## config.mk

```make
export PLATFORM = sky130hd
export DESIGN_NAME = sparc_decode_stage_flat
export DESIGN_NICKNAME = d
export VERILOG_FILES = /design/src/rtl/sparc_decode_stage_if.sv /design/src/rtl/sparc_decode_stage.sv /design/src/flat_wrapper.sv
export SDC_FILE = /design/constraint.sdc
export NUM_CORES = 2
export LEC_CHECK = 0
export CORE_MARGIN = 10
export CORE_UTILIZATION = 40
export CTS_BUF_LIST = sky130_fd_sc_hd__clkbuf_4 sky130_fd_sc_hd__clkbuf_8
export DETAILED_ROUTE_END_ITERATION = 7
export PLACE_DENSITY = 0.59
export SYNTH_ARGS = -nofsm -noshare
export SYNTH_HDL_FRONTEND = slang
export SYNTH_SLANG_ARGS = --single-unit
```

## constraint.sdc

```tcl
create_clock -name DEC_clk_in -period 5.6 [get_ports DEC_clk_in]
set_input_delay 0.56 -clock DEC_clk_in [delete_from_list [all_inputs] [get_ports DEC_clk_in]]
set_output_delay 0.56 -clock DEC_clk_in [all_outputs]
set_load 0.1 [all_outputs]
```

## src/rtl/sparc_decode_stage_if.sv

```systemverilog
// Signal bundle for the SPARC decode stage: fetch input, execute-side output slot and writeback port.
// The master modport is the surrounding pipeline; the slave modport is the decode stage itself.
interface sparc_decode_stage_if;
    logic [31:0] DEC_instr_in;
    logic [31:0] DEC_PC_in;
    logic        DEC_valid_in;
    logic        DEC_ready_out;
    logic        DEC_ready_in;
    logic        DEC_valid_out;
    logic        DEC_flush_in;
    logic        DEC_wb_en_in;
    logic [4:0]  DEC_wb_rd_in;
    logic [31:0] DEC_wb_data_in;
    logic [31:0] DEC_valA_out;
    logic [31:0] DEC_valB_out;
    logic [1:0]  DEC_op_out;
    logic [2:0]  DEC_op2_out;
    logic [5:0]  DEC_op3_out;
    logic [4:0]  DEC_rd_out;
    logic        DEC_a_out;
    logic [3:0]  DEC_cond_out;
    logic        DEC_i_out;
    logic [12:0] DEC_simm13_out;
    logic [21:0] DEC_imm22_out;
    logic [29:0] DEC_disp30_out;
    logic [31:0] DEC_PC_out;

    modport master (
        output DEC_instr_in, DEC_PC_in, DEC_valid_in, DEC_ready_in, DEC_flush_in,
        output DEC_wb_en_in, DEC_wb_rd_in, DEC_wb_data_in,
        input  DEC_ready_out, DEC_valid_out, DEC_valA_out, DEC_valB_out,
        input  DEC_op_out, DEC_op2_out, DEC_op3_out, DEC_rd_out, DEC_a_out, DEC_cond_out,
        input  DEC_i_out, DEC_simm13_out, DEC_imm22_out, DEC_disp30_out, DEC_PC_out
    );

    modport slave (
        input  DEC_instr_in, DEC_PC_in, DEC_valid_in, DEC_ready_in, DEC_flush_in,
        input  DEC_wb_en_in, DEC_wb_rd_in, DEC_wb_data_in,
        output DEC_ready_out, DEC_valid_out, DEC_valA_out, DEC_valB_out,
        output DEC_op_out, DEC_op2_out, DEC_op3_out, DEC_rd_out, DEC_a_out, DEC_cond_out,
        output DEC_i_out, DEC_simm13_out, DEC_imm22_out, DEC_disp30_out, DEC_PC_out
    );
endinterface

```

## src/rtl/sparc_decode_stage.sv

```systemverilog
// SPARC decode/operand-fetch stage: flat 32x32 register file with writeback bypass,
// format-field split and a single registered output slot under valid/ready with flush.
module sparc_decode_stage #(
    parameter int          NREGS    = 32,
    parameter logic [31:0] RESET_PC = 32'h0000_0000
) (
    input logic            DEC_clk_in,
    input logic            DEC_rst_n_in,
    sparc_decode_stage_if.slave dec
);

    logic [31:0] r_regs [NREGS];
    logic [31:0] r_instr;
    logic [31:0] r_pc;
    logic [31:0] r_valA;
    logic [31:0] r_valB;
    logic        r_valid;

    logic        w_ready;
    logic        w_accept;
    logic        w_consume;
    logic        w_wbWrite;
    logic [4:0]  w_rs1;
    logic [4:0]  w_rs2;
    logic [31:0] w_valA;
    logic [31:0] w_valB;

    assign w_ready   = !r_valid || dec.DEC_ready_in;
    assign w_accept  = dec.DEC_valid_in && w_ready && !dec.DEC_flush_in;
    assign w_consume = r_valid && dec.DEC_ready_in;
    assign w_wbWrite = dec.DEC_wb_en_in && (dec.DEC_wb_rd_in != 5'd0);
    assign w_rs1     = dec.DEC_instr_in[18:14];
    assign w_rs2     = dec.DEC_instr_in[4:0];

    // Operand read with same-cycle writeback bypass; r0 is hard-wired to zero.
    always_comb begin
        w_valA = r_regs[w_rs1];
        w_valB = r_regs[w_rs2];
        if (w_rs1 == 5'd0) begin
            w_valA = '0;
        end else if (w_wbWrite && (dec.DEC_wb_rd_in == w_rs1)) begin
            w_valA = dec.DEC_wb_data_in;
        end
        if (w_rs2 == 5'd0) begin
            w_valB = '0;
        end else if (w_wbWrite && (dec.DEC_wb_rd_in == w_rs2)) begin
            w_valB = dec.DEC_wb_data_in;
        end
    end

    always_ff @(posedge DEC_clk_in or negedge DEC_rst_n_in) begin
        if (!DEC_rst_n_in) begin
            for (int k = 0; k < NREGS; k++) begin
                r_regs[k] <= '0;
            end
        end else if (w_wbWrite) begin
            r_regs[dec.DEC_wb_rd_in] <= dec.DEC_wb_data_in;
        end
    end

    // Output slot: flush wins, otherwise load on accept, otherwise drain when consumed.
    always_ff @(posedge DEC_clk_in or negedge DEC_rst_n_in) begin
        if (!DEC_rst_n_in) begin
            r_valid <= 1'b0;
            r_instr <= '0;
            r_pc    <= RESET_PC;
            r_valA  <= '0;
            r_valB  <= '0;
        end else if (dec.DEC_flush_in) begin
            r_valid <= 1'b0;
        end else if (w_accept) begin
            r_valid <= 1'b1;
            r_instr <= dec.DEC_instr_in;
            r_pc    <= dec.DEC_PC_in;
            r_valA  <= w_valA;
            r_valB  <= w_valB;
        end else if (w_consume) begin
            r_valid <= 1'b0;
        end
    end

    assign dec.DEC_ready_out  = w_ready;
    assign dec.DEC_valid_out  = r_valid;
    assign dec.DEC_valA_out   = r_valA;
    assign dec.DEC_valB_out   = r_valB;
    assign dec.DEC_PC_out     = r_pc;
    assign dec.DEC_op_out     = r_instr[31:30];
    assign dec.DEC_op2_out    = r_instr[24:22];
    assign dec.DEC_op3_out    = r_instr[24:19];
    assign dec.DEC_rd_out     = r_instr[29:25];
    assign dec.DEC_a_out      = r_instr[29];
    assign dec.DEC_cond_out   = r_instr[28:25];
    assign dec.DEC_i_out      = r_instr[13];
    assign dec.DEC_simm13_out = r_instr[12:0];
    assign dec.DEC_imm22_out  = r_instr[21:0];
    assign dec.DEC_disp30_out = r_instr[29:0];

endmodule
```

## src/flat_wrapper.sv

```systemverilog
// flat-port wrapper written by rule: the top's interface ports become plain ports
module sparc_decode_stage_flat 
#(
    parameter int          NREGS    = 32,
    parameter logic [31:0] RESET_PC = 32'h0000_0000
)
  (DEC_clk_in, DEC_rst_n_in, dec_DEC_instr_in, dec_DEC_PC_in, dec_DEC_valid_in, dec_DEC_ready_in, dec_DEC_flush_in, dec_DEC_wb_en_in, dec_DEC_wb_rd_in, dec_DEC_wb_data_in, dec_DEC_ready_out, dec_DEC_valid_out, dec_DEC_valA_out, dec_DEC_valB_out, dec_DEC_op_out, dec_DEC_op2_out, dec_DEC_op3_out, dec_DEC_rd_out, dec_DEC_a_out, dec_DEC_cond_out, dec_DEC_i_out, dec_DEC_simm13_out, dec_DEC_imm22_out, dec_DEC_disp30_out, dec_DEC_PC_out);
  sparc_decode_stage_if dec_i ();
  input logic DEC_clk_in;
  input logic DEC_rst_n_in;
  input wire logic [$bits(dec_i.DEC_instr_in)-1:0] dec_DEC_instr_in;
  input wire logic [$bits(dec_i.DEC_PC_in)-1:0] dec_DEC_PC_in;
  input wire logic [$bits(dec_i.DEC_valid_in)-1:0] dec_DEC_valid_in;
  input wire logic [$bits(dec_i.DEC_ready_in)-1:0] dec_DEC_ready_in;
  input wire logic [$bits(dec_i.DEC_flush_in)-1:0] dec_DEC_flush_in;
  input wire logic [$bits(dec_i.DEC_wb_en_in)-1:0] dec_DEC_wb_en_in;
  input wire logic [$bits(dec_i.DEC_wb_rd_in)-1:0] dec_DEC_wb_rd_in;
  input wire logic [$bits(dec_i.DEC_wb_data_in)-1:0] dec_DEC_wb_data_in;
  output wire logic [$bits(dec_i.DEC_ready_out)-1:0] dec_DEC_ready_out;
  output wire logic [$bits(dec_i.DEC_valid_out)-1:0] dec_DEC_valid_out;
  output wire logic [$bits(dec_i.DEC_valA_out)-1:0] dec_DEC_valA_out;
  output wire logic [$bits(dec_i.DEC_valB_out)-1:0] dec_DEC_valB_out;
  output wire logic [$bits(dec_i.DEC_op_out)-1:0] dec_DEC_op_out;
  output wire logic [$bits(dec_i.DEC_op2_out)-1:0] dec_DEC_op2_out;
  output wire logic [$bits(dec_i.DEC_op3_out)-1:0] dec_DEC_op3_out;
  output wire logic [$bits(dec_i.DEC_rd_out)-1:0] dec_DEC_rd_out;
  output wire logic [$bits(dec_i.DEC_a_out)-1:0] dec_DEC_a_out;
  output wire logic [$bits(dec_i.DEC_cond_out)-1:0] dec_DEC_cond_out;
  output wire logic [$bits(dec_i.DEC_i_out)-1:0] dec_DEC_i_out;
  output wire logic [$bits(dec_i.DEC_simm13_out)-1:0] dec_DEC_simm13_out;
  output wire logic [$bits(dec_i.DEC_imm22_out)-1:0] dec_DEC_imm22_out;
  output wire logic [$bits(dec_i.DEC_disp30_out)-1:0] dec_DEC_disp30_out;
  output wire logic [$bits(dec_i.DEC_PC_out)-1:0] dec_DEC_PC_out;
  assign dec_i.DEC_instr_in = dec_DEC_instr_in;
  assign dec_i.DEC_PC_in = dec_DEC_PC_in;
  assign dec_i.DEC_valid_in = dec_DEC_valid_in;
  assign dec_i.DEC_ready_in = dec_DEC_ready_in;
  assign dec_i.DEC_flush_in = dec_DEC_flush_in;
  assign dec_i.DEC_wb_en_in = dec_DEC_wb_en_in;
  assign dec_i.DEC_wb_rd_in = dec_DEC_wb_rd_in;
  assign dec_i.DEC_wb_data_in = dec_DEC_wb_data_in;
  assign dec_DEC_ready_out = dec_i.DEC_ready_out;
  assign dec_DEC_valid_out = dec_i.DEC_valid_out;
  assign dec_DEC_valA_out = dec_i.DEC_valA_out;
  assign dec_DEC_valB_out = dec_i.DEC_valB_out;
  assign dec_DEC_op_out = dec_i.DEC_op_out;
  assign dec_DEC_op2_out = dec_i.DEC_op2_out;
  assign dec_DEC_op3_out = dec_i.DEC_op3_out;
  assign dec_DEC_rd_out = dec_i.DEC_rd_out;
  assign dec_DEC_a_out = dec_i.DEC_a_out;
  assign dec_DEC_cond_out = dec_i.DEC_cond_out;
  assign dec_DEC_i_out = dec_i.DEC_i_out;
  assign dec_DEC_simm13_out = dec_i.DEC_simm13_out;
  assign dec_DEC_imm22_out = dec_i.DEC_imm22_out;
  assign dec_DEC_disp30_out = dec_i.DEC_disp30_out;
  assign dec_DEC_PC_out = dec_i.DEC_PC_out;
  sparc_decode_stage #(.NREGS(NREGS), .RESET_PC(RESET_PC)) u_core (.DEC_clk_in(DEC_clk_in), .DEC_rst_n_in(DEC_rst_n_in), .dec(dec_i));
endmodule
```

# Yosys cells after proc, flatten, opt, wreduce, memory -nomap -nowiden

Cells that the tools add are included.
Widths: inputs -> output; s select.

Bitwise logic cells: 4
Equality and inequality tests: 2
Order comparisons: 4
Multiplexer cells: 16
Reductions and logical operators: 15

Operators by type and width:

| cell               | number |
|---|---|
| $bwmux 1024        | 1 |
| $bmux 32 s5        | 2 |
| $mux 32            | 9 |
| $demux 32 s5       | 1 |
| $ge 6x6->1 const B | 3 |
| $not 5->6          | 3 |
| $eq 5x5->1         | 2 |
| $logic_not 5->1    | 2 |
| $logic_and 1x1->1  | 7 |
| $lt 6x1->1 const B | 1 |
| $reduce_bool 5->1  | 1 |
| $mux 1             | 3 |
| $reduce_bool 3->1  | 1 |
| $logic_not 1->1    | 2 |
| $reduce_and 2->1   | 1 |
| $logic_or 1x1->1   | 1 |
| $not 1->1          | 1 |

Input bits: 107
Register bits after elaboration: 1153
Logic and storage cells: 78
Output and inout port bits: 185

# Depth between registers and ports, before layout

Word-level depth: 6
Depth in mapped cells: 8
Gate-level depth less buffers: 6

# Least setup slack after synthesis

OpenSTA, ideal clock, no wires.

Path type: flip-flop to flip-flop
From: reg u_core.r_valid (netlist: u_core.dec.DEC_valid_out)
To: reg u_core.r_valB[30] (netlist: u_core.dec.DEC_valB_out[30])
Stages on the path, launching flop included: 9
Setup time: 90 ps
Path slack: 2818 ps
Path buffers: 2
Arrival: 2692 ps
Data required time: 5510 ps
Clock period less this slack: 2782 ps
Path through: dfrtp_1 nor2b_1 inv_2 nand3b_1 a21oi_1 or3b_1 clkbuf_1 buf_2 o221ai_1

Word-level cells in the longest chain between the ends: 5

RTL lines:

| element                         | line                     | RTL |
|---|---|---|
| start: declaration              | sparc_decode_stage.sv:17 | `logic r_valid;` |
| start signal: assignment        | sparc_decode_stage.sv:64 | `r_valid <= 1'b0;` |
| start signal: assignment        | sparc_decode_stage.sv:70 | `r_valid <= 1'b0;` |
| start signal: assignment        | sparc_decode_stage.sv:72 | `r_valid <= 1'b1;` |
| $logic_not 1->1                 | sparc_decode_stage.sv:28 | `assign w_ready = !r_valid \|\| dec.DEC_ready_in;` |
| $logic_or 1x1->1                | sparc_decode_stage.sv:28 |  |
| via dec_DEC_ready_out           | flat_wrapper.sv:19       | `output wire logic [$bits(dec_i.DEC_ready_out)-1:0] dec_DEC_ready_out;` |
| $logic_and 1x1->1 (2 in series) | sparc_decode_stage.sv:29 | `assign w_accept = dec.DEC_valid_in && w_ready && !dec.DEC_flush_in;` |
| $reduce_and 2->1 (no line)      | --                       |  |
| end signal: assignment          | sparc_decode_stage.sv:76 | `r_valB <= w_valB;` |
| end: declaration                | sparc_decode_stage.sv:16 | `logic [31:0] r_valB;` |

The timed path passes the listed nets, and every way through them passes these cells.
A chain may end at the register's enable or synchronous reset.

# Worst setup path in the final report

From: reg u_core.r_valA[31] (netlist: u_core.dec.DEC_valA_out[31])
To: out dec_DEC_valA_out[31]

RTL lines:

| element                  | line                     | RTL |
|---|---|---|
| start: declaration       | sparc_decode_stage.sv:15 | `logic [31:0] r_valA;` |
| start signal: assignment | sparc_decode_stage.sv:75 | `r_valA <= w_valA;` |
| end: declaration         | flat_wrapper.sv:21       | `output wire logic [$bits(dec_i.DEC_valA_out)-1:0] dec_DEC_valA_out;` |

No word-level cell between the ends.

==> flow_summary.json <==
{
  "outcome": "finished, final reports clean",
  "synth_nets": 3983,
  "fin_nets": 4083,
  "max_clock_freq_mhz": 305,
  "holdCritPathClass": "in2reg",
  "cts_buffers": 198,
  "gp_congestion": 0.833,
  "path_cells": "clkdlybuf4s50_1",
  "final_cells": 6070,
  "max_stage_delay_ns": 1.27,
  "synth_most_common_cell": "dfrtp_1",
  "worstSkewPairLatency_ns": 0.94,
  "worst_slack_ns": 2.32,
  "synth-xor-area-share_pct": 0.148,
  "portBuffers": 291,
  "r2r-start": "u_core.dec.DEC_valid_out",
  "vias_per_cell": 6.14,
  "synthSimpleGateAreaFrac_pct": 2.14,
  "grtUsageTotal_pct": 22.9,
  "r2r.worst_path.cells": 8,
  "antenna_left": 0,
  "ys_types": 41,
  "wirelength_um": 188000,
  "avgSynthCellArea_um2": 15.3,
  "seq_area_um2": 28900,
  "slew-limit-headroom_pct": 15.6,
  "ctsHoldBuffers": 1,
  "root_buffer": "clkbuf_8",
  "critPathTopFamily": "buffers and inverters",
  "startpoint": "u_core.dec.DEC_valA_out[31]",
  "grt_overflow_total": 0,
  "leakagePower_nw": 28.8,
  "tns_ns": 0,
  "grt_pass1_wl_um": 279000,
  "post-place-ws_ns": 1.79,
  "antenna_found_initial": 7,
  "grt_pass1_vias": 39000,
  "synth_top_area_cell": "dfrtp_1",
  "crit_fanout": 2,
  "num_vias": 37200,
  "final_max_slew_viol_count": 0,
  "maxCapViolations": 0,
  "tightest_slew_ns": 1.26,
  "ys_warn_count": 0,
  "ys_seq_elements": 1153,
  "path_buf_inv": 1,
  "post_synth_instance_area_um2": 59400,
  "hold_viol_final": 0,
  "synth_compound_area_share_pct": 4.03,
  "dp_cells": 5705,
  "synth_common_cells": "dfrtp_1 (1153), mux2_2 (991), mux4_2 (576)",
  "synth_ff_type": "dfrtp_1",
  "ys_async_sr_fraction_pct": 100,
  "wire_per_inst_um": 31.0,
  "synth_area_leaders": "dfrtp_1 (49%), mux4_2 (22%), mux2_2 (19%)",
  "yosys.area.top_type_share_pct": 48.6,
  "hpwl_um": 109000,
  "rows": 141,
  "cts_setup_buffers": 0,
  "cts_tree": "yes",
  "hold_start": "dec_DEC_instr_in[15]",
  "die_y_um": 405,
  "grt_max_degree": 173,
  "cts_sinks": 1153,
  "drive_gt1_share_pct": 50.4,
  "multi_input_area_um2": 28100,
  "synthAdderAreaFrac_pct": 0,
  "regToRegSetupSlack_ns": 2.36,
  "end_kind": "output port",
  "area.growth.synth_to_final_pct": 14.3,
  "fin_crit_ns": 3.28,
  "first_iter_violations": 3305,
  "crit_type": "reg2out",
  "crit_required_ns": 5.04,
  "hold_path_depth": 3,
  "core_area_um2": 148000,
  "totalPowerFinal_w": 0.0263,
  "cts_buffer_depth": 3,
  "synth_top_family_by_area": "multiplexers",
  "die_x_um": 405,
  "nFillCells": 13000,
  "ios": 292,
  "postSynthCellCount": 3876,
  "powerDensity_nw_per_um2": 388,
  "ctsResizeCount": 0,
  "muxShareOfSynthArea_pct": 40.7,
  "post-route-util_pct": 46.0,
  "finalCritPeriodShare_pct": 58.6,
  "holdPathEnd": "u_core.r_instr[15]",
  "r2r-end": "u_core.dec.DEC_valB_out[8]",
  "clk_pin_slew_ns": 0.06,
  "setup_viol": 0,
  "critical_path_arrival_ns": 2.72,
  "rsz0062_at_grt": "false",
  "synth_edf_count": 0,
  "htreeDepth": 4,
  "irDropWorstVdd_mv": 0.205,
  "clock_skew_ns": 0.0518,
  "dieArea_um2": 164000,
  "remaining_drc_errors": 0,
  "start_kind": "register",
  "synth-seq-area-share_pct": 48.6,
  "crit_slowest_cell": "clkdlybuf4s50_1",
  "first_pass_iters": 6,
  "initial_utilization_pct": 40.2
}
-- flip-flops by register name, summed over array words and instances, names as in the netlist --
name	flops
u_core.dec.DEC_valB_out	32
u_core.dec.DEC_valid_out	1
u_core.r_instr	32
u_core.r_regs	1024
u_core.dec.DEC_PC_out	32
u_core.dec.DEC_valA_out	32
-- worst max-delay path by stage --
stage | slack [ns] | depth (start not counted) | endpoint
2_1_floorplan | 2.82 | 8 | u_core.dec.DEC_valB_out[30]
3_3_place_gp | 1.79 | 5 | u_core.r_regs[729]
3_5_place_dp | 1.79 | 5 | u_core.r_regs[284]
6_report | 2.32 | 1 | dec_DEC_valA_out[31]
4_1_cts | 2.19 | 1 | dec_DEC_valA_out[31]
5_1_grt | 2.17 | 1 | dec_DEC_valA_out[31]
-- layout make-up --
cell class	count	area share [%]
inverters	65	0.360
repair buffers	391	5.72
clock inverters	43	0.526
multi-input cells	2167	41.4
diodes	5	0.0184
flip-flops and latches	1153	42.5
clock buffers	316	5.86
well taps	1930	3.56
-- per-stage QoR --
step	hold WS, ns	instance area [um2]
6_report	0.0989	67900
5_1_grt	0.0509	67900
4_1_cts	0.00931	67800
3_5_place_dp	0.383	63500
3_3_place_gp	0.377	63500
2_1_floorplan	0.264	59400
-- placed cells by master (no fill, tap or decap), drive strengths merged --
cell           count
and3b              1
mux2             992
clkdlybuf4s50    282
nand2b             1
a21o              32
or2                1
a22o              64
and2               2
or3b               2
diode              5
clkinv            82
xnor2              8
nor2b              5
a32oi             64
nor2              52
xor2               2
nand2            209
dfrtp           1153
nand4b             3
o221ai            32
bufinv             3
a21bo              1
a21oi              2
clkbuf           316
nor4               1
and3               1
o211ai            32
nor4b              1
nand3              4
nor3               4
a22oi             64
buf              108
nor3b              4
clkinvlp           6
inv               17
o311ai             1
mux4             576
nand3b             6
dlygate4sd3        1
-- report_power, final --
part | total (W) | leakage (nW) | internal (W) | switching, W
clock network | 0.00830 | 2.31 | 0.00464 | 0.00366
registers | 0.0112 | 14.8 | 0.00992 | 0.00128
logic | 0.00684 | 11.7 | 0.00315 | 0.00368
total | 0.0263 | 28.8 | 0.0177 | 0.00862
-- cell families after synthesis --
family,count (synthesis)
simple gates,297
flops,1153
xor+xnor,10
compound gates,292
buf+inv,556
mux,1568
-- metal layers --
layer	track usage, %	share of wire (%)	vias up	wire length, um
met4	6.82	2.7	2	5180
li1	-	-	15100	-
met1	31.7	43	20300	80700
met3	5.47	7.8	306	14700
met2	35.8	47	1540	87900
met5	0	0.0069	-	13
(Power assumes the default switching activity.)
